[src/rtl/mem_arb_pkg.sv]
// ============================================================================
// Module   : mem_arb_pkg
// Shared constants, state encoding and helpers for the memory port arbiters.
// Revision : 1.0
// ============================================================================
`default_nettype none

package mem_arb_pkg;

  localparam int NUM_REQ = 3;

  localparam logic [1:0] SEL_IF  = 2'b00;
  localparam logic [1:0] SEL_LSU = 2'b01;
  localparam logic [1:0] SEL_DBG = 2'b10;

  localparam logic [0:0] ST_IDLE = 1'b0;
  localparam logic [0:0] ST_BUSY = 1'b1;

  localparam int WAIT_W = 8;

  // Modulo-3 increment; an out-of-range input folds back to requester 0.
  function automatic logic [1:0] inc3(input logic [1:0] x);
    return (x >= SEL_DBG) ? SEL_IF : x + 2'd1;
  endfunction

  function automatic logic [NUM_REQ-1:0] onehot3(input logic [1:0] s);
    logic [NUM_REQ-1:0] v;
    case (s)
      SEL_IF:  v = 3'b001;
      SEL_LSU: v = 3'b010;
      SEL_DBG: v = 3'b100;
      default: v = 3'b000;
    endcase
    return v;
  endfunction

endpackage

`default_nettype wire

[src/rtl/rr_pick3.sv]
// ============================================================================
// Module   : rr_pick3
// Combinational 3-way winner pick: round-robin after 'last', or fixed 0>1>2.
// Revision : 1.0
// ============================================================================
`default_nettype none

module rr_pick3
  import mem_arb_pkg::*;
(
  input  logic [NUM_REQ-1:0] req,
  input  logic [1:0]         last,
  input  logic               mode,
  output logic [1:0]         winner,
  output logic               any
);

  logic [1:0] w_c0;
  logic [1:0] w_c1;
  logic [1:0] w_c2;

  always_comb begin
    if (mode) begin
      w_c0 = SEL_IF;
      w_c1 = SEL_LSU;
      w_c2 = SEL_DBG;
    end else begin
      w_c0 = inc3(last);
      w_c1 = inc3(w_c0);
      w_c2 = inc3(w_c1);
    end

    winner = SEL_IF;
    if (req[w_c0])      winner = w_c0;
    else if (req[w_c1]) winner = w_c1;
    else if (req[w_c2]) winner = w_c2;
  end

  assign any = |req;

endmodule

`default_nettype wire

[src/rtl/mem_port_arbiter.sv]
// ============================================================================
// Module   : mem_port_arbiter
// Grants one shared memory port to fetch/LSU/debug, one transaction at a time.
// Define MEM_ARB_TIMEOUT_EN to abort BUSY after TIMEOUT_CYCLES without ready.
// Revision : 1.0
// ============================================================================
`default_nettype none

module mem_port_arbiter
  import mem_arb_pkg::*;
#(
  parameter int PRIORITY_MODE  = 0,
  parameter int TIMEOUT_CYCLES = 64
) (
  input  logic               clk,
  input  logic               rst,
  input  logic [NUM_REQ-1:0] req,
  output logic [NUM_REQ-1:0] gnt,
  output logic [NUM_REQ-1:0] done,
  output logic [NUM_REQ-1:0] err,
  output logic [1:0]         sel,
  output logic               mem_valid,
  input  logic               mem_ready,
  output logic               busy
);

  if (TIMEOUT_CYCLES < 2 || TIMEOUT_CYCLES > 255) begin : g_timeout_range_bad
    $error("mem_port_arbiter: TIMEOUT_CYCLES must be within 2..255");
  end

  logic [0:0]         r_state;
  logic [NUM_REQ-1:0] r_gnt;
  logic [NUM_REQ-1:0] r_done;
  logic [NUM_REQ-1:0] r_err;
  logic [1:0]         r_sel;
  logic               r_mem_valid;
  logic [1:0]         r_rr_last;

  logic [0:0]         w_state_nxt;
  logic [NUM_REQ-1:0] w_gnt_nxt;
  logic [NUM_REQ-1:0] w_done_nxt;
  logic [NUM_REQ-1:0] w_err_nxt;
  logic [1:0]         w_sel_nxt;
  logic               w_mem_valid_nxt;
  logic [1:0]         w_rr_last_nxt;

  logic [1:0]         w_winner;
  logic               w_any;
  logic               w_timeout;
  logic               w_mode;

  assign w_mode = (PRIORITY_MODE != 0);

  rr_pick3 u_pick (
    .req    (req),
    .last   (r_rr_last),
    .mode   (w_mode),
    .winner (w_winner),
    .any    (w_any)
  );

`ifdef MEM_ARB_TIMEOUT_EN
  localparam logic [WAIT_W-1:0] c_wait_last = WAIT_W'(TIMEOUT_CYCLES - 1);

  logic [WAIT_W-1:0] r_wait;

  // Held at zero in IDLE so every transaction starts counting from 0.
  always_ff @(posedge clk or posedge rst) begin
    if (rst)                     r_wait <= '0;
    else if (r_state == ST_IDLE) r_wait <= '0;
    else if (!mem_ready)         r_wait <= r_wait + WAIT_W'(1);
  end

  assign w_timeout = (r_state == ST_BUSY) && !mem_ready && (r_wait == c_wait_last);
`else
  assign w_timeout = 1'b0;
`endif

  always_ff @(posedge clk or posedge rst) begin
    if (rst) begin
      r_state     <= ST_IDLE;
      r_gnt       <= '0;
      r_done      <= '0;
      r_err       <= '0;
      r_sel       <= SEL_IF;
      r_mem_valid <= 1'b0;
      r_rr_last   <= SEL_DBG;
    end else begin
      r_state     <= w_state_nxt;
      r_gnt       <= w_gnt_nxt;
      r_done      <= w_done_nxt;
      r_err       <= w_err_nxt;
      r_sel       <= w_sel_nxt;
      r_mem_valid <= w_mem_valid_nxt;
      r_rr_last   <= w_rr_last_nxt;
    end
  end

  always_comb begin
    w_state_nxt = r_state;
    case (r_state)
      ST_IDLE: if (w_any)                   w_state_nxt = ST_BUSY;
      ST_BUSY: if (mem_ready || w_timeout)  w_state_nxt = ST_IDLE;
      default:                              w_state_nxt = ST_IDLE;
    endcase
  end

  // mem_ready takes precedence over a coinciding timeout.
  always_comb begin
    w_gnt_nxt       = r_gnt;
    w_sel_nxt       = r_sel;
    w_mem_valid_nxt = r_mem_valid;
    w_rr_last_nxt   = r_rr_last;
    w_done_nxt      = '0;
    w_err_nxt       = '0;
    case (r_state)
      ST_IDLE: begin
        if (w_any) begin
          w_gnt_nxt       = onehot3(w_winner);
          w_sel_nxt       = w_winner;
          w_mem_valid_nxt = 1'b1;
        end
      end
      ST_BUSY: begin
        if (mem_ready) begin
          w_gnt_nxt       = '0;
          w_mem_valid_nxt = 1'b0;
          w_done_nxt      = r_gnt;
          w_rr_last_nxt   = r_sel;
        end else if (w_timeout) begin
          w_gnt_nxt       = '0;
          w_mem_valid_nxt = 1'b0;
          w_err_nxt       = r_gnt;
          w_rr_last_nxt   = r_sel;
        end
      end
      default: begin
        w_gnt_nxt       = '0;
        w_mem_valid_nxt = 1'b0;
      end
    endcase
  end

  assign gnt       = r_gnt;
  assign done      = r_done;
  assign err       = r_err;
  assign sel       = r_sel;
  assign mem_valid = r_mem_valid;
  assign busy      = (r_state == ST_BUSY);

endmodule

`default_nettype wire

[config.mk]
export PLATFORM = sky130hd
export DESIGN_NAME = mem_port_arbiter
export DESIGN_NICKNAME = d
export VERILOG_FILES = /design/src/rtl/mem_arb_pkg.sv /design/src/rtl/rr_pick3.sv /design/src/rtl/mem_port_arbiter.sv
export SDC_FILE = /design/constraint.sdc
export NUM_CORES = 1
export LEC_CHECK = 0
export ABC_AREA = 1
export BUFFER_PORTS_ARGS = -buffer_cell sky130_fd_sc_hd__buf_2
export CELL_PAD_IN_SITES_DETAIL_PLACEMENT = 0
export CELL_PAD_IN_SITES_GLOBAL_PLACEMENT = 1
export CORE_MARGIN = 3
export CORE_UTILIZATION = 25
export CTS_CLUSTER_SIZE = 16
export DETAILED_ROUTE_END_ITERATION = 10
export GPL_ROUTABILITY_DRIVEN = 0
export PLACE_DENSITY = 0.62
export SLEW_MARGIN = 10
export SYNTH_ARGS = -nofsm -noshare
export SYNTH_HDL_FRONTEND = slang
export SYNTH_SLANG_ARGS = --single-unit
[constraint.sdc]
create_clock -name clk -period 1.4 [get_ports clk]
set_clock_uncertainty 0.05 [all_clocks]
set_input_delay 0.14 -clock clk [delete_from_list [all_inputs] [get_ports clk]]
set_output_delay 0.14 -clock clk [all_outputs]
set_load 0.01 [all_outputs]
### After elaboration in Yosys (flattened, before gate mapping)

Index checks and enable logic that the tools add are counted.

| word-level totals | value |
|---|---|
| register bits | 12 |
| input port bits | 6 |
| output and inout port bits | 13 |
| logic and storage cells | 49 |

| cells by class | value |
|---|---|
| $add $sub $neg | 3 |
| order comparisons | 6 |
| eq/ne operators | 4 |
| multiplexer cells | 24 |
| bitwise gates (word level) | 1 |
| reduce and logical (&&, ||, !) cells | 5 |

Operator list:

| kind | number |
|---|---|
| 2-to-1 mux 2 bit | 6 |
| 2-to-1 mux 3 bit | 4 |
| less-than comparator 2 x 3 -> 1 bit (second input constant) | 3 |
| case mux 3 bit (3 select lines) | 1 |
| 2-to-1 mux 1 bit | 7 |
| adder 2 x 1 -> 2 bit (second input constant) | 3 |
| binary-select mux 1 bit (select 2 bit) | 3 |
| greater-or-equal comparator 2 bit (second input constant) | 3 |
| case mux 3 bit (2 select lines) | 1 |
| AND reduction 2 bit | 3 |
| case mux 1 bit (2 select lines) | 2 |
| OR reduction 3 bit | 1 |
| equality test 2 x 1 -> 1 bit (second input constant) | 1 |
| equality test 2 bit (second input constant) | 1 |
| logical NOT 2 bit | 1 |
| inequality test 2 x 1 -> 1 bit (second input constant) | 1 |
| inequality test 2 bit (second input constant) | 1 |
| NOT 1 bit | 1 |

### Longest topological paths before layout

Gate-level depths: netlist of the first run.

| depth | value |
|---|---|
| word-level depth | 15 |
| gate-level depth with buffers | 8 |
| gate-level depth less buffers | 8 |

### Hierarchy

A second synthesis of the first run with hierarchy kept.

| second synthesis, totals | value |
|---|---|
| cell total of the unflattened synthesis | 74 |
| area total of the unflattened synthesis | 584.3 sq um |

Modules (own cells, without submodules):

| module | times used | cells each | area an instance (sq um) | seq. area each (sq um) |
|---|---|---|---|---|
| mem_port_arbiter | 1 | 53 | 483.0 | 301.5 |
| rr_pick3 | 1 | 21 | 101.3 | 0.0 |

### Least setup slack after synthesis of the first run

OpenSTA, ideal clock, no wires.

| timing | value |
|---|---|
| kind | reg-to-reg |
| from | register r_state (netlist: busy) |
| to | register r_rr_last[0] |
| setup time | 0.125 ns |
| arrival | 0.972 ns |
| data required time | 1.225 ns |
| setup slack | 0.253 ns |
| cell stages (with the launch flop) | 3 |
| buffers on the path | 0 |
| clock period less this slack | 1.147 ns |
| path through | dfrtp_1 > nand2_1 > mux2_2 |

| between the ends | value |
|---|---|
| longest elaborated chain between the ends | 1 |

Ends and longest elaborated chain:

| what | line | text |
|---|---|---|
| start, declared | mem_port_arbiter.sv:31 | `logic [0:0] r_state;` |
| start signal, assigned | mem_port_arbiter.sv:89 | `r_state <= w_state_nxt;` |
| AND reduction 2 bit (no line) | -- |  |
| end signal, assigned | mem_port_arbiter.sv:95 | `r_rr_last <= w_rr_last_nxt;` |
| end, declared | mem_port_arbiter.sv:37 | `logic [1:0] r_rr_last;` |

No other way between the ends.
A chain may end at the register's enable or synchronous reset.

### Worst setup path after layout of the first run

| timing | value |
|---|---|
| from | register r_rr_last[1] |
| to | register r_gnt[2] (netlist: gnt[2]) |

| between the ends | value |
|---|---|
| longest elaborated chain between the ends | 15 |
| elaborated cells between the ends (all ways) | 24 |
| those cells by class | add/sub: 3; order compare: 3; eq/ne: 2; mux: 15; reduce/logical: 1 |

Ends and longest elaborated chain:

| what | line | text |
|---|---|---|
| adder 2 x 1 -> 2 bit or greater-or-equal comparator 2 bit (tied branches) | mem_arb_pkg.sv:23 | `return (x >= SEL_DBG) ? SEL_IF : x + 2'd1;` |
| 2-to-1 mux 2 bit * | mem_arb_pkg.sv:23 |  |
| adder 2 x 1 -> 2 bit or greater-or-equal comparator 2 bit (tied branches) | mem_arb_pkg.sv:23 |  |
| 2-to-1 mux 2 bit | mem_arb_pkg.sv:23 |  |
| adder 2 x 1 -> 2 bit or greater-or-equal comparator 2 bit (tied branches) | mem_arb_pkg.sv:23 |  |
| 2-to-1 mux 2 bit | mem_arb_pkg.sv:23 |  |
| binary-select mux 1 bit (select 2 bit) | rr_pick3.sv:36 | `else if (req[w_c2]) winner = w_c2;` |
| 2-to-1 mux 1 bit (not written as such) | rr_pick3.sv:36 |  |
| 2-to-1 mux 2 bit | rr_pick3.sv:36 |  |
| 2-to-1 mux 2 bit | rr_pick3.sv:35 | `else if (req[w_c1]) winner = w_c1;` |
| 2-to-1 mux 2 bit * | rr_pick3.sv:34 | `if (req[w_c0]) winner = w_c0;` |
| equality test 2 bit, or another cell as far along | mem_arb_pkg.sv:28 | `case (s)` |
| case mux 3 bit (3 select lines) * | mem_arb_pkg.sv:28 |  |
| 2-to-1 mux 3 bit * | mem_port_arbiter.sv:118 | `if (w_any) begin` |
| case mux 3 bit (2 select lines) * | mem_port_arbiter.sv:116 | `case (r_state)` |
| end signal, assigned | mem_port_arbiter.sv:90 | `r_gnt <= w_gnt_nxt;` |
| end, declared | mem_port_arbiter.sv:32 | `logic [NUM_REQ-1:0] r_gnt;` |

Mark *: on every way between the ends. The rest lies on a longest branch, timed or not. The select of a mux whose other input is x is not followed.

==> results.md, run 1 <==
- Via count of the first global-routing pass: 393
- Antenna Nets Post-Route: 0
- Main synth FF type: dfrtp_1
- Number of post-CTS setup repair buffers: 0
- Drt first pass iters: 4
- Sequential element share of the synthesized area: 0.543
- First-pass GRT wire length: 1.73 mm
- Initial antenna violation count: 0
- Fmax achieved: 821 MHz
- Flops & latches, synth: 12
- Clk root buf: clkbuf_4
- Hold wc startpoint: mem_ready
- Library cells used by synthesis: 18
- DIE HEIGHT: 53.1 um
- Worst Setup SP: r_rr_last[1]$_DFFE_PP1P_
- R2R depth: 8
- Fin worst setup slack: 0.183 ns
- Tot GR Track Use: 0.0861
- Synth async-reset ratio: 1.00
- FILL cells: 223
- Vias per cell: 4.13
- Synth area leaders: dfrtp_1 (50%), nand2_1 (8.8%), inv_1 (6.8%)
- Non-filler cells, final: 107
- Combinational share of power: 0.382
- Max Root-Sink Buffers: 2
- Pint: 851 uW
- Worst Hold Class: input pin to flop
- Max Slew Vio Count: 0
- Reg power frac: 0.414
- Post_cts resized: 0
- Maximum VDD drop: 0.605 mV
- YS warnings: 0
- Synthesized area: 556 sq um
- Most frequent cell after synthesis: nand2_1
- RSZ-0062 raised after global routing: false
- I/O Buffers: 15
- CP Launch Type: flop
- P_sw: 516 uW
- WHS Path Cells: 2
- Power density over cell area: 1940 nW/um^2
- DRC: 0
- Critical path peak fanout: 5
- Final Cycle Share: 0.870
- Cells after Synth: 60
- GRT Residual Overflow: 0
- Post-DP HPWL: 845 um
- Cts hold-fix bufs: 1
- Final hold slack: 0.0226 ns
- Clk pwr share: 0.204
- Place WS: 0.186 ns
- Ant. Diodes: 0
- DR iter-0 viols: 15
- Std cell rows: 16
- Fin. Hold Viols: 0
- Reg-to-Reg Start: r_rr_last[1]$_DFFE_PP1P_
- WL final: 1.08 mm
- TritonCTS clock tree: yes
- Tot Pwr: 1370 uW
- CP required: 1.54 ns
- Number of synthesized flops with an enable pin: 0
- Initial core utilization: 0.272
- CTS buffer count: 3
- Layout cells sized above 1: 0.338
- Synth top cells by count: nand2_1 (13), dfrtp_1 (11), inv_1 (10), o21ai_0 (5), nor2_1 (4)
- Switching share of power: 0.377
- Status: finished clean
- CTS clk-pin slew, worst paths: 0.08 ns
- Area leader, netlist: dfrtp_1
- P_leak: 0.000385 uW
- CP Capture Type: flop
- Vias: 442
- Final setup viols: 0
- Core area: 2040 sq um
- Clk_lat worst skew: 0.27 ns
- Drt wl/cell: 10.1 um
- Pin count of the biggest net entering global routing: 13
- Critical Path AT: 1.36 ns
- Placed cell count: 102
- Htree depth: 1
- CTS sink cnt: 12
- Synth top area share: 0.495
- Area Growth Syn to Fin: 26.6%
- I/O pins: 19
- Setup TNS Final: 0 ns
- Flop-to-flop setup slack: 0.18 ns
- Max cap viols: 0
- Min Tclk post-route: 1.22 ns
- Post-Syn Area per Cell: 9.26 sq um
- Crit Path Class: flop to flop
- Fin nets: 87
- Die area: 2820 sq um
- Die Span X: 53.1 um
## through the flow
step           utilization  cell area (sq um)
4_1_cts              0.344                703
3_5_place_dp         0.322                657
3_3_place_gp         0.322                657
2_1_floorplan            -                563
5_1_grt              0.344                703
6_report             0.344                703
## metal layers
layer  routed length (um)  vias up  track usage
met5                    0        -            0
met1                  514      196        0.109
li1                     -      228            -
met3                   84        2       0.0254
met2                  470       16        0.134
met4                   11        0       0.0383
## worst paths after layout
check | end
worst max-delay path | gnt[2]$_DFFE_PP0P_
worst min-delay path | busy$_DFF_PP0_
worst max register to register | gnt[2]$_DFFE_PP0P_
worst min register to register | mem_valid$_DFFE_PP0P_
max in group asynchronous | r_rr_last[1]$_DFFE_PP1P_
min in group asynchronous | sel[0]$_DFFE_PP0P_
## area by class of cell
| cell class | instances | area [sq um] | area share |
|---|---|---|---|
| Sequential cell | 12 | 302 | 0.429 |
| Multi-Input combinational cell | 36 | 198 | 0.281 |
| Timing Repair Buffer | 17 | 92.6 | 0.132 |
| Inverter | 11 | 41.3 | 0.0587 |
| Clock buffer | 4 | 36.3 | 0.0516 |
| Tap cell | 27 | 33.8 | 0.0480 |
## placed cells by master (no fill, tap or decap)
cell,instances
nand3_2,1
conb_1,3
clkbuf_8,1
buf_4,1
dfstp_2,1
nand3_1,2
buf_2,15
nor2_1,4
inv_1,10
nand2_1,13
dlygate4sd3_1,1
a41oi_1,1
dfrtp_1,11
o21ai_0,5
o31ai_4,1
inv_2,1
nand4_1,2
mux2_2,1
clkbuf_4,3
o22ai_1,1
a21boi_2,1
nand2_2,1
## flip-flops by register name, indices dropped and copies added (netlist names)
register   count
done           3
mem_valid      1
sel            2
r_rr_last      2
gnt            3
busy           1
## power by group through the flow
stage | Sequential (uW) | Clock [uW] | Combinational, uW
after floorplan | 614 | 0 | 296
after global placement | 573 | 0 | 532
after detailed placement | 576 | 0 | 528
after CTS | 567 | 284 | 535
after global routing | 581 | 304 | 601
final | 566 | 279 | 522
## kinds of logic after synthesis
group / share of synthesized area
AOI/OAI and AO/OA: 0.131
other: 0.00675
and+or+nand+nor: 0.185
buffers and inverters: 0.115
muxes: 0.0203
DFF: 0.543
## worst max-delay path: stages (launching register included)
cell and delay (ns):
dfstp_2 0.56, inv_1 0.06, nand3_2 0.08, nand2_2 0.05, inv_2 0.06, nand4_1 0.07
nand2_1 0.06, nand2_1 0.06, o21ai_0 0.07
(Power assumes the default switching activity.)
==> inputs of run 2 (changes only) <==
--- a/config.mk
+++ b/config.mk
@@ -14,6 +14,7 @@
 export CTS_CLUSTER_SIZE = 16
 export DETAILED_ROUTE_END_ITERATION = 10
 export GPL_ROUTABILITY_DRIVEN = 0
+export MAX_ROUTING_LAYER = met4
 export PLACE_DENSITY = 0.62
 export SLEW_MARGIN = 10
 export SYNTH_ARGS = -nofsm -noshare
==> constraint.sdc (replaced) <==
create_clock -name clk -period 1.45 [get_ports clk]
set_clock_uncertainty 0.05 [all_clocks]
set_input_delay 0.145 -clock clk [delete_from_list [all_inputs] [get_ports clk]]
set_output_delay 0.145 -clock clk [all_outputs]
set_load 0.01 [all_outputs]
==> run 2 against run 1 <==
Utilization is 0.37 points lower. First-iteration DRC count is 53% lower. Design area is 1.1% lower. Worst hold slack better by 0.0031 ns. Count of clock-buffer cells in the layout stayed put. Critical path type unchanged. Largest power group unchanged.
==> results.md, run 2 (synthesis gave the netlist of run 1 again) <==
- Status: finished clean
- Maximum VDD drop: 0.829 mV (+37%)
- Max Root-Sink Buffers: 2 (unchanged)
- Reg2reg end: r_rr_last[0]$_DFFE_PP0P_
- CTS sink cnt: 12 (unchanged)
- Fin area: 696 sq um (-1.1%)
- Max cap viols: 0 (unchanged)
- Setup TNS Final: 0 ns (unchanged)
- TritonCTS clock tree: yes
- Initial core utilization: 0.272 (unchanged)
- RSZ-0062 raised after global routing: false
- Vias per cell: 4.25 (+3.0%)
- Worst Hold Class: input pin to flop
- Fin util: 0.341 (-0.00368)
- Post-DP HPWL: 864 um (+2.2%)
- Drt wl/cell: 10.3 um (+2.3%)
- Crit Path Class: flop to flop
- Drt first pass iters: 4 (unchanged)
- DRC: 0 (unchanged)
- Pin count of the biggest net entering global routing: 13 (unchanged)
- Die Span X: 53.1 um (unchanged)
- Power density over cell area: 1870 nW/um^2 (-3.6%)
- Commonest cells after routing, fill and taps aside: buf_2 (15), nand2_1 (13), dfrtp_1 (11)
- CP required: 1.56 ns (+0.02 ns)
- Final setup viols: 0 (unchanged)
- CP Launch Type: flop
- Initial antenna violation count: 0 (unchanged)
- Commonest non-fill, non-tap cell in the layout: buf_2
- Tot Pwr: 1300 uW (-4.6%)
- CP Capture Type: flop
- Tot GR Track Use: 0.0948 (+0.00872)
- Non-filler cells, final: 106 (-0.93%)
- Fmax achieved: 817 MHz (-0.54%)
- Min Tclk post-route: 1.22 ns (+0.00657 ns)
- Flop-to-flop setup slack: 0.23 ns (+0.04 ns)
- I/O Buffers: 15 (unchanged)
- R2R depth: 2 (-6)
- Worst Setup SP: busy$_DFF_PP0_
- First-pass GRT wire length: 1.86 mm (+8.0%)
- Critical path peak fanout: 9 (+4)
- WL final: 1.10 mm (+1.4%)
- I/O pins: 19 (unchanged)
- Via count of the first global-routing pass: 445 (+13%)
- Std cell rows: 16 (unchanged)
- Fin. Hold Viols: 0 (unchanged)
- CTS clk-pin slew, worst paths: 0.07 ns (about the same)
- Fin nets: 86 (-1.1%)
- Reg-to-Reg Start: busy$_DFF_PP0_
- FILL cells: 223 (unchanged)
- Placed cell count: 101 (-0.98%)
- Ant. Diodes: 0 (unchanged)
- Clk root buf: clkbuf_4
- Die area: 2820 sq um (unchanged)
- Antenna Nets Post-Route: 0 (unchanged)
- WHS Path Cells: 2 (unchanged)
- Critical Path AT: 1.33 ns (-0.03 ns)
- Core area: 2040 sq um (unchanged)
- CTS buffer count: 3 (unchanged)
- DIE HEIGHT: 53.1 um (unchanged)
- DR iter-0 viols: 7 (-8)
- Max Slew Vio Count: 0 (unchanged)
- Htree depth: 1 (unchanged)
- Final Cycle Share: 0.844 (-0.0255)
- Placed cell area: 649 sq um (-1.1%)
- Area Growth Syn to Fin: 25.2%
- Layout cells sized above 1: 0.329 (-0.00839)
- GRT Residual Overflow: 0 (unchanged)
- Number of post-CTS setup repair buffers: 0 (unchanged)
- Worst hold endpoint: busy$_DFF_PP0_
- Clk_lat worst skew: 0.27 ns (about the same)
- Vias: 451 (+2.0%)
- Hold wc startpoint: mem_ready
- P_leak: 0.000381 uW (-1.2%)
[run 2: changes by cell type in the layout (fill, tap and decap cells not counted)]
cell   previous run  this run
buf_4             1         0
[run 2: worst max-delay path: stages (launching register included)]
cell	delay (ns)
dfrtp_1	0.43
nand2_1	0.27
mux2_2	0.37
[run 2: stage by stage]
stage | hold slack (ns) | setup slack, ns
floorplan | -0.0410 | 0.303
global placement | 0.122 | 0.227
detailed placement | 0.129 | 0.230
CTS | 0.0160 | 0.214
global route | 0.0303 | 0.0970
finish | 0.0256 | 0.226
[run 2: cell type report]
class / count / area [sq um] / area share
Clock buffer: 4 / 36.3 / 0.0522
Inverter: 11 / 41.3 / 0.0594
Sequential cell: 12 / 302 / 0.433
Timing Repair Buffer: 16 / 85.1 / 0.122
Multi-Input combinational cell: 36 / 198 / 0.284
Tap cell: 27 / 33.8 / 0.0486
[run 2: how the worst max path moves through the flow]
stage	slack, ns	cells past startpoint	end
after floorplan	0.30	2	r_rr_last[0]$_DFFE_PP0P_
after global placement	0.23	2	r_rr_last[0]$_DFFE_PP0P_
after detailed placement	0.23	2	r_rr_last[0]$_DFFE_PP0P_
after CTS	0.21	2	r_rr_last[0]$_DFFE_PP0P_
after global routing	0.1	8	gnt[2]$_DFFE_PP0P_
final	0.23	2	r_rr_last[0]$_DFFE_PP0P_
[run 2: power by group]
group          leakage, uW  internal [uW]  switching [uW]
sequential        0.000150            464            87.5
clock            0.0000210            152             107
combinational     0.000210            198             295
total             0.000381            814             490
[run 2: repair_timing]
item | in CTS | in global routing
hold buffers | 1 | 0
hold endpoints to repair | 11 | 0
resized for setup | 0 | 0
[run 2: metal layers]
layer  track usage  vias to the layer above  wire length [um]
li1              -                      224                 -
met5             -                        -                 0
met4        0.0128                        0                 7
met1        0.0997                      208               505
met3        0.0592                        2                89
met2         0.155                       17               493
==> inputs of run 3 (changes only) <==
--- a/config.mk
+++ b/config.mk
@@ -5,7 +5,7 @@
 export SDC_FILE = /design/constraint.sdc
 export NUM_CORES = 1
 export LEC_CHECK = 0
-export ABC_AREA = 1
+export ABC_AREA = 0
 export BUFFER_PORTS_ARGS = -buffer_cell sky130_fd_sc_hd__buf_2
 export CELL_PAD_IN_SITES_DETAIL_PLACEMENT = 0
 export CELL_PAD_IN_SITES_GLOBAL_PLACEMENT = 1
@@ -15,7 +15,7 @@
 export DETAILED_ROUTE_END_ITERATION = 10
 export GPL_ROUTABILITY_DRIVEN = 0
 export MAX_ROUTING_LAYER = met4
-export PLACE_DENSITY = 0.62
+export PLACE_DENSITY = 0.63
 export SLEW_MARGIN = 10
 export SYNTH_ARGS = -nofsm -noshare
 export SYNTH_HDL_FRONTEND = slang
==> constraint.sdc (replaced) <==
create_clock -name clk -period 1 [get_ports clk]
set_clock_uncertainty 0.05 [all_clocks]
set_input_delay 0.1 -clock clk [delete_from_list [all_inputs] [get_ports clk]]
set_output_delay 0.1 -clock clk [all_outputs]
set_load 0.01 [all_outputs]
==> run 3 against run 2 <==
The flow now finishes with violations (negative setup slack). Setup slack got worse by 0.34 ns. Flip-flop and latch count unchanged. Die area decreased by 1.4%. Total power increased by 19%. Global-route usage increased by 1.5 points. Count of clock-buffer cells in the layout unchanged. Clock power increased by 49%. Non-clock buffer count increased by 8. Register-to-register slack got worse by 0.34 ns. Critical path depth unchanged. Combinational power about the same.
==> results.md, run 3 <==
- Ant. Diodes: 0 (unchanged)
- Failing checks: negative setup slack
- FILL cells: 208 (-6.7%)
- Synth top cells by count: dfrtp_1 (11), nand2_1 (6), inv_1 (5), a21oi_1 (4), nor2_1 (4)
- Worst hold endpoint: busy$_DFF_PP0_
- Multi-input gate area: 253 sq um (+28%)
- Commonest cells after routing, fill and taps aside: buf_2 (14), dfrtp_1 (10), buf_4 (6)
- First-pass GRT wire length: 2.06 mm (+10%)
- Max Slew Vio Count: 0 (unchanged)
- CP required: 1.11 ns (-0.45 ns)
- CP Launch Type: flop
- Place WS: -0.119 ns (-0.348 ns)
- Flop-to-flop setup slack: -0.11 ns (-0.34 ns)
- Layout cells sized above 1: 0.532 (+0.203)
- Drt wl/cell: 11.7 um (+13%)
- Std cell rows: 16 (unchanged)
- Clk root buf: clkbuf_4
- Initial core utilization: 0.270 (-0.00164)
- CTS clk-pin slew, worst paths: 0.08 ns (about the same)
- Maximum VDD drop: 1.09 mV (+32%)
- Tot Pwr: 1550 uW (+19%)
- Initial antenna violation count: 0 (unchanged)
- Number of synthesized flops with an enable pin: 0 (unchanged)
- Sequential element share of the synthesized area: 0.551 (+0.00869)
- Vias per cell: 4.26 (+0.22%)
- Pin count of the biggest net entering global routing: 13 (unchanged)
- WL final: 1.24 mm (+13%)
- Vias: 452 (+0.22%)
- Status: finished with violations
- Synthesized area: 547 sq um (-1.6%)
- Clk_lat worst skew: 0.27 ns (about the same)
- Tot GR Track Use: 0.110 (+0.0148)
- Storage element area: 303 sq um (+0.41%)
- Critical Path AT: 1.22 ns (-0.11 ns)
- Antenna Nets Post-Route: 0 (unchanged)
- Synth async-reset ratio: 1.00 (unchanged)
- Die area: 2780 sq um (-1.4%)
- Htree depth: 1 (unchanged)
- Commonest non-fill, non-tap cell in the layout: buf_2
- Final setup viols: 8 (+8)
- Synth area leaders: dfrtp_1 (50%), dfstp_2 (4.8%), buf_4 (4.1%)
- Fin. Hold Viols: 0 (unchanged)
- GRT Residual Overflow: 0 (unchanged)
- Fin nets: 86 (unchanged)
- Area Growth Syn to Fin: 46.9%
- I/O pins: 19 (unchanged)
- WHS Path Cells: 2 (unchanged)
- Drt first pass iters: 4 (unchanged)
- Cells after Synth: 53 (-12%)
- Via count of the first global-routing pass: 438 (-1.6%)
- Die Span X: 52.8 um (-0.71%)
- DIE HEIGHT: 52.8 um (-0.71%)
- Worst Hold Class: input pin to flop
- TritonCTS clock tree: yes
- Post-Syn Area per Cell: 10.3 sq um (+11%)
- DRC: 0 (unchanged)
- Library cells used by synthesis: 22 (+4)
- Max Root-Sink Buffers: 2 (unchanged)
- Hold wc startpoint: mem_ready
- Area leader, netlist: dfrtp_1
- Reg-to-Reg Start: r_rr_last[1]$_DFFE_PP1P_
- Min Tclk post-route: 1.11 ns (-0.110 ns)
- Main synth FF type: dfrtp_1
- Reg2reg end: sel[0]$_DFFE_PP0P_
- RSZ-0062 raised after global routing: true
- Fmax achieved: 898 MHz (+9.9%)
- Most frequent cell after synthesis: dfrtp_1
- R2R depth: 2 (unchanged)
- Critical path peak fanout: 7 (-2)
- Fin worst setup slack: -0.114 ns (-0.340 ns)
- CTS sink cnt: 12 (unchanged)
- Crit Path Class: flop to flop
- CP Capture Type: flop
- YS warnings: 0 (unchanged)
- CTS buffer count: 3 (unchanged)
- Power density over cell area: 1930 nW/um^2 (+3.2%)
- P_leak: 0.000414 uW (+8.7%)
- Post-DP HPWL: 880 um (+1.8%)
- DR iter-0 viols: 3 (-4)
- I/O Buffers: 15 (unchanged)
- Max cap viols: 0 (unchanged)
- Final Cycle Share: 1.11 (+0.269)
- Core area: 2020 sq um (-0.98%)
- Synth top area share: 0.503 (+0.00794)
- Flops & latches, synth: 12 (unchanged)
[run 3: cell types whose count changed after synthesis, sizes merged, moves of 2 or more]
cell and delta:
o21ai -4, a21oi +4, inv -6, nand3 -3, nand4 -2, nand2 -8
and3 +2, nand2b +2
[run 3: critical path, cell delays in order (launching register included)]
cell and delay, ns:
dfstp_2 0.61, nor2_1 0.06, o32a_1 0.28
[run 3: worst max-delay path by stage]
stage	from	end	depth (start not counted)
after CTS	busy$_DFF_PP0_	busy	2
after floorplan	busy$_DFF_PP0_	gnt[1]$_DFFE_PP0P_	3
after global routing	r_rr_last[1]$_DFFE_PP1P_	sel[0]$_DFFE_PP0P_	2
after global placement	r_rr_last[1]$_DFFE_PP1P_	sel[0]$_DFFE_PP0P_	2
final	r_rr_last[1]$_DFFE_PP1P_	sel[0]$_DFFE_PP0P_	2
after detailed placement	r_rr_last[1]$_DFFE_PP1P_	sel[0]$_DFFE_PP0P_	2
[run 3: stage by stage]
step | hold slack (ns) | cell area [sq um] | setup TNS [ns] | util | instances
detailed placement | 0.0880 | 673 | -0.549 | 0.333 | 98
CTS | 0.0324 | 776 | -0.501 | 0.384 | 104
global route | 0.0624 | 803 | -0.849 | 0.397 | 106
floorplan | -0.0860 | 561 | -0.417 | - | 55
global placement | 0.0866 | 673 | -0.477 | 0.333 | 98
finish | 0.0584 | 803 | -0.480 | 0.397 | 106
[run 3: metal layers]
| layer | routed length, um | GRT usage | vias to the layer above | share of wire |
|---|---|---|---|---|
| met5 | 0 | - | - | 0 |
| met4 | 19 | 0.0383 | 0 | 0.015 |
| met3 | 100 | 0.0541 | 2 | 0.081 |
| met2 | 595 | 0.159 | 21 | 0.48 |
| met1 | 524 | 0.131 | 204 | 0.42 |
| li1 | - | - | 225 | - |
[run 3: timing repair]
action                     in CTS  in global routing
hold buffers                    1                  0
cloned                          0                  0
gates resized for setup        13                  4
setup endpoints to repair       8                 14
pin swaps                       6                  2
hold endpoints to repair       11                  0
buffers inserted                1                  2
[run 3: area by class of cell]
type,instances,area share
clock buffer,4,0.0452
timing repair buffer,24,0.198
tap,27,0.0421
inverter,5,0.0234
sequential,12,0.377
multi-input combinational,34,0.315
[run 3: cells by family after synthesis]
logic type / Yosys count / synth area share
DFF: 12 / 0.551
buffers and inverters: 9 / 0.0847
muxes: 3 / 0.0595
and+or+nand+nor: 17 / 0.160
other: 1 / 0.00686
AOI/OAI and AO/OA: 11 / 0.137
[run 3: power breakdown]
part           internal (uW)  switching [uW]  total, uW  leakage, uW
sequential               593            80.7        674     0.000148
combinational            270             222        492     0.000245
clock                    221             166        388    0.0000210
total                   1080             469       1550     0.000414
